File: config.mk
export PLATFORM = sky130hd
export DESIGN_NAME = pipe_result_divider
export DESIGN_NICKNAME = d
export VERILOG_FILES = /design/src/rtl/pipe_result_divider.sv
export SDC_FILE = /design/constraint.sdc
export NUM_CORES = 1
export LEC_CHECK = 0
export BUFFER_PORTS_ARGS = -buffer_cell sky130_fd_sc_hd__buf_2
export CORE_MARGIN = 5
export CORE_UTILIZATION = 60
export DETAILED_ROUTE_END_ITERATION = 10
export GPL_ROUTABILITY_DRIVEN = 0
export PLACE_DENSITY = 0.83
export SYNTH_ARGS = -nofsm -noshare
export SYNTH_HDL_FRONTEND = slang
export SYNTH_SLANG_ARGS = --single-unit
File: constraint.sdc
create_clock -name clk -period 5.81 [get_ports clk]
set_input_delay 1.162 -clock clk [delete_from_list [all_inputs] [get_ports clk]]
set_output_delay 1.162 -clock clk [all_outputs]
set_load 0.005 [all_outputs]
File: src/rtl/pipe_result_divider.sv
// pipe_result_divider: iterative unsigned restoring divider (Q = F / D, R = F % D) with valid/ready input and one-cycle result strobe.
module pipe_result_divider #(
  parameter int N = 10
) (
  input  logic         clk,
  input  logic         rst,
  input  logic         in_valid,
  output logic         in_ready,
  input  logic [N-1:0] F,
  input  logic [N-1:0] D,
  output logic         out_valid,
  output logic [N-1:0] Q,
  output logic [N-1:0] R,
  output logic         dz
);
  localparam int CW = $clog2(N);
  typedef enum logic [1:0] {IDLE, RUN, DONE} state_t;
  state_t state;
  logic [N-1:0] qsh, dsr, rem;
  logic [CW-1:0] cnt;
  logic [N:0] rem_sh;
  logic ge;
  logic [N-1:0] rem_nx, qsh_nx;
  // The partial remainder never reaches D, so its stored form fits in N bits; the shifted value needs N+1.
  assign rem_sh = {rem, qsh[N-1]};
  assign ge = rem_sh >= {1'b0, dsr};
  assign rem_nx = ge ? N'(rem_sh - {1'b0, dsr}) : rem_sh[N-1:0];
  assign qsh_nx = {qsh[N-2:0], ge};
  always_ff @(posedge clk or posedge rst) begin
    if (rst) begin
      state <= IDLE;
      in_ready <= 1'b1;
      out_valid <= 1'b0;
      Q <= '0;
      R <= '0;
      dz <= 1'b0;
      qsh <= '0;
      dsr <= '0;
      rem <= '0;
      cnt <= '0;
    end else begin
      case (state)
        IDLE: begin
          out_valid <= 1'b0;
          if (in_valid) begin
            qsh <= F;
            dsr <= D;
            rem <= '0;
            cnt <= '0;
            in_ready <= 1'b0;
            if (D == '0) begin
              state <= DONE;
              out_valid <= 1'b1;
              Q <= '1;
              R <= F;
              dz <= 1'b1;
            end else begin
              state <= RUN;
            end
          end
        end
        RUN: begin
          qsh <= qsh_nx;
          rem <= rem_nx;
          cnt <= cnt + 1'b1;
          if (cnt == CW'(N - 1)) begin
            state <= DONE;
            out_valid <= 1'b1;
            Q <= qsh_nx;
            R <= rem_nx;
            dz <= 1'b0;
          end
        end
        DONE: begin
          out_valid <= 1'b0;
          in_ready <= 1'b1;
          state <= IDLE;
        end
        default: state <= IDLE;
      endcase
    end
  end
endmodule
==> key figures <==
Synth
  – Cells after synthesis: 355
  – Area contributors post-synth: dfrtp_1, ha_1, o21ai_0
  – Ys Warns: 0
  – Asr flop ratio synth: 100%
  – Simple-gate share of the synthesized area: 15.1%
  – Synth Net Count: 395
  – Largest family of logic cells by synthesized area: compound AO/OA/AOI/OAI gates
  – Register area share after synthesis: 43.9%
  – Synth Area in Adders: 6.55%
  – Largest area contributor in the netlist: dfrtp_1
  – Count of cell types in the netlist: 56
  – Compound-cell area share of the yosys netlist: 20.8%
  – EDFF count, synth: 0
  – Syn_area_per_cell: 9.47 sq um
  – Main synth FF type: dfrtp_1
  – Post-Synth XOR/XNOR Area: 1.30%
  – FF+latch count, synth: 59
  – Cell Area, Synth: 0.00336 sq mm
  – Post-synth top area share: 43.2%
  – Mux contribution to synthesized area: 6.96%

Floorplanning
  – Initial core utilization: 61.5%
  – Placement row count: 27
  – Die Span X: 84.9 um
  – Die Y: 84.9 um
  – I/O pin cnt: 46
  – Die area: 0.00720 sq mm
  – Core Area: 0.00547 sq mm

Pwr
  – Internal: 0.00134 W
  – Clock share of power: 22.4%
  – Max VDD drop: 0.390 mV
  – Net Sw Power: 0.000924 W
  – Logic gate share of total power: 46.9%
  – Flop pwr share: 30.8%
  – LEAKAGE: 1.80 nW
  – Power Density: 583 mW/mm^2
  – Sw frac: 40.7%

STA
  – RSZ-0062 raised after global routing: false
  – Post-Route Skew: 0.0115 ns
  – Worst slew pin tran: 0.997 ns
  – Max_slew headroom: 33.5%
  – Fin crit share: 55.5%
  – Setup_tns: 0 ns
  – Hold slack: 0.469 ns
  – Final hold vios: 0
  – Final-report max-slew violation count: 0
  – Final setup vio count: 0
  – Peak Freq: 310 MHz
  – Min cycle time layout: 3.23 ns

Route
  – Number of vias per cell: 5.87
  – Total number of vias: 2786
  – Post-DR wirelength/cell: 16.2 um
  – Final ANT Viol Nets: 0
  – Initial DRC Count: 242
  – Pre-Repair DR Iteration Count: 5
  – # DRC: 0
  – Drt total wl: 7680 um

Global routing
  – Vias in the first global route: 2862
  – Largest net degree at the start of global routing: 60
  – Overflow after GRT: 0
  – All-layer global routing usage: 22.7%
  – First-pass GRT wire length: 13200 um
  – Initial antenna violation count: 0

Critical path
  – FF-to-FF setup slack: 2.67 ns
  – CP max stage cell: nor2_2
  – Slowest stage delay, CP: 0.76 ns
  – Buf/Inv on CP: 1
  – Worst Path Required: 6.05 ns
  – R2r startpoint: state[0]$_DFFE_PP0P_
  – Cells on worst reg2reg path: 8
  – Crit path cell chain: buf_2 -> nand2_1 -> nand4b_1 -> o21a_1 -> nor2_2 -> o21ai_0 -> o31ai_2
  – CP endpoint kind: flop
  – Setup CP Type: in2reg
  – Worst path top cell family by delay: simple AND/OR/NAND/NOR gates
  – Setup crit start kind: primary input
  – RR Endpoint: R[4]$_DFFE_PP0P_
  – Crit path DAT: 3.47 ns
  – Crit Path Max Fanout: 27

Cells and area
  – Share of cells above drive strength 1: 22.6%
  – Nets: 438
  – Most common cell after layout, fill and taps aside: dfrtp_1
  – Diode count: 0
  – Synth-to-Final Area Change: 15.6%
  – Most frequent cells in the layout: dfrtp_1, nand2_1, buf_2

Run status
  – Status: complete, no violations

Worst hold path
  – Min-delay worst type: reg2reg
  – Hold depth: 2
  – Worst Min Path Start: Q[3]$_DFFE_PP0P_
  – End of the worst hold path: Q[3]$_DFFE_PP0P_

Clock tree
  – Worst-path clk slew: 0.08 ns
  – CTS Buf Count: 9
  – Clock Sinks: 59
  – Clk_lat worst skew: 0.34 ns
  – Clock root cell: clkbuf_8
  – Hold Buf Count CTS: 0
  – CTS tree: yes
  – Post-CTS setup buffers: 0
  – Htree depth: 3
  – CTS resizes: 0
  – Clk buf depth: 2

Flow run
  – Max-cap violation count: 0

Place
  – PortBufs: 45
  – Dpl hpwl: 5450 um
kinds of logic after synthesis:
logic type / after synthesis
xor+xnor: 5
compound gates: 105
flops: 59
fa+ha+maj: 17
mux: 22
simple gates: 106
buf+inv: 41
worst reg2reg max path: cells and delay by family (launching register included):
family | cells | cell delay [ns]
compound gates | 3 | 0.77
fa+ha+maj | 1 | 0.30
buf+inv | 1 | 0.10
simple gates | 3 | 1.45
flops | 1 | 0.42
layer usage:
layer / vias up / GRT usage [%] / routed length (um)
met3: 18 / 4.17 / 385
met1: 1343 / 29.3 / 3320
met4: 0 / 11.2 / 177
li1: 1342 / - / -
met5: - / 0 / 0
met2: 83 / 36.7 / 3800
sequential cells by signal, indices dropped and copies added (netlist names):
name       count
dz             1
R             10
in_ready       1
Q             10
qsh           10
state          2
out_valid      1
dsr           10
cnt            4
rem           10
per-stage QoR:
stage / worst slack [ns] / area [sq um] / total power, W / instances / utilization, %
after global routing: 2.38 / 3890 / 0.00244 / 475 / 71.0
after detailed placement: 2.28 / 3620 / 0.00175 / 459 / 66.1
after CTS: 2.61 / 3890 / 0.00227 / 475 / 71.0
after floorplan: 3.19 / 3360 / 0.00149 / 355 / -
final: 2.58 / 3890 / 0.00227 / 475 / 71.0
after global placement: 2.40 / 3620 / 0.00171 / 459 / 66.1
area by class of cell:
type / instances / area, sq um
fillers: 424 / 1590
clock buffers: 9 / 124
inverters: 25 / 93.8
repair buffers: 48 / 248
clock inverters: 7 / 146
multi-input cells: 255 / 1710
flip-flops and latches: 59 / 1480
well taps: 72 / 90.1
Yosys cell counts, types with 2 or more instances:
cell type   n
dfrtp_1    58
nand2_1    45
o21ai_0    34
inv_1      25
nor2_1     21
ha_1       16
a21oi_1    15
mux2_2     11
mux2i_1    11
a31oi_1    10
clkbuf_1   10
o21ai_1     9
a211oi_1    7
nand3_1     6
a22o_1      4
buf_2       4
nor2b_1     4
nor3_1      4
nor3b_1     4
xnor2_1     4
a21boi_0    3
a21o_1      3
nand3b_1    3
o211ai_1    3
o21a_1      3
o31ai_2     3
and2b_1     2
and3_1      2
nand2b_1    2
nor2_2      2
nor4_1      2
power by group through the flow:
stage          Combinational [W]  Sequential (W)  Clock (W)
6_report                 0.00106        0.000697   0.000507
5_1_grt                  0.00118        0.000717   0.000536
4_1_cts                  0.00106        0.000694   0.000512
3_5_place_dp             0.00105        0.000701          0
3_3_place_gp             0.00102        0.000692          0
2_1_floorplan           0.000810        0.000678          0
worst max-delay path by stage:
stage,start,endpoint,slack (ns),cells past startpoint
after detailed placement,in_valid,R[4]$_DFFE_PP0P_,2.28,7
after floorplan,rst,Q[0]$_DFFE_PP0P_,3.19,1
after global placement,D[6],R[4]$_DFFE_PP0P_,2.40,7
after CTS,in_valid,R[4]$_DFFE_PP0P_,2.61,7
after global routing,in_valid,R[4]$_DFFE_PP0P_,2.38,7
final,in_valid,R[4]$_DFFE_PP0P_,2.58,7
Note: power is estimated with default switching activity, not from simulation.
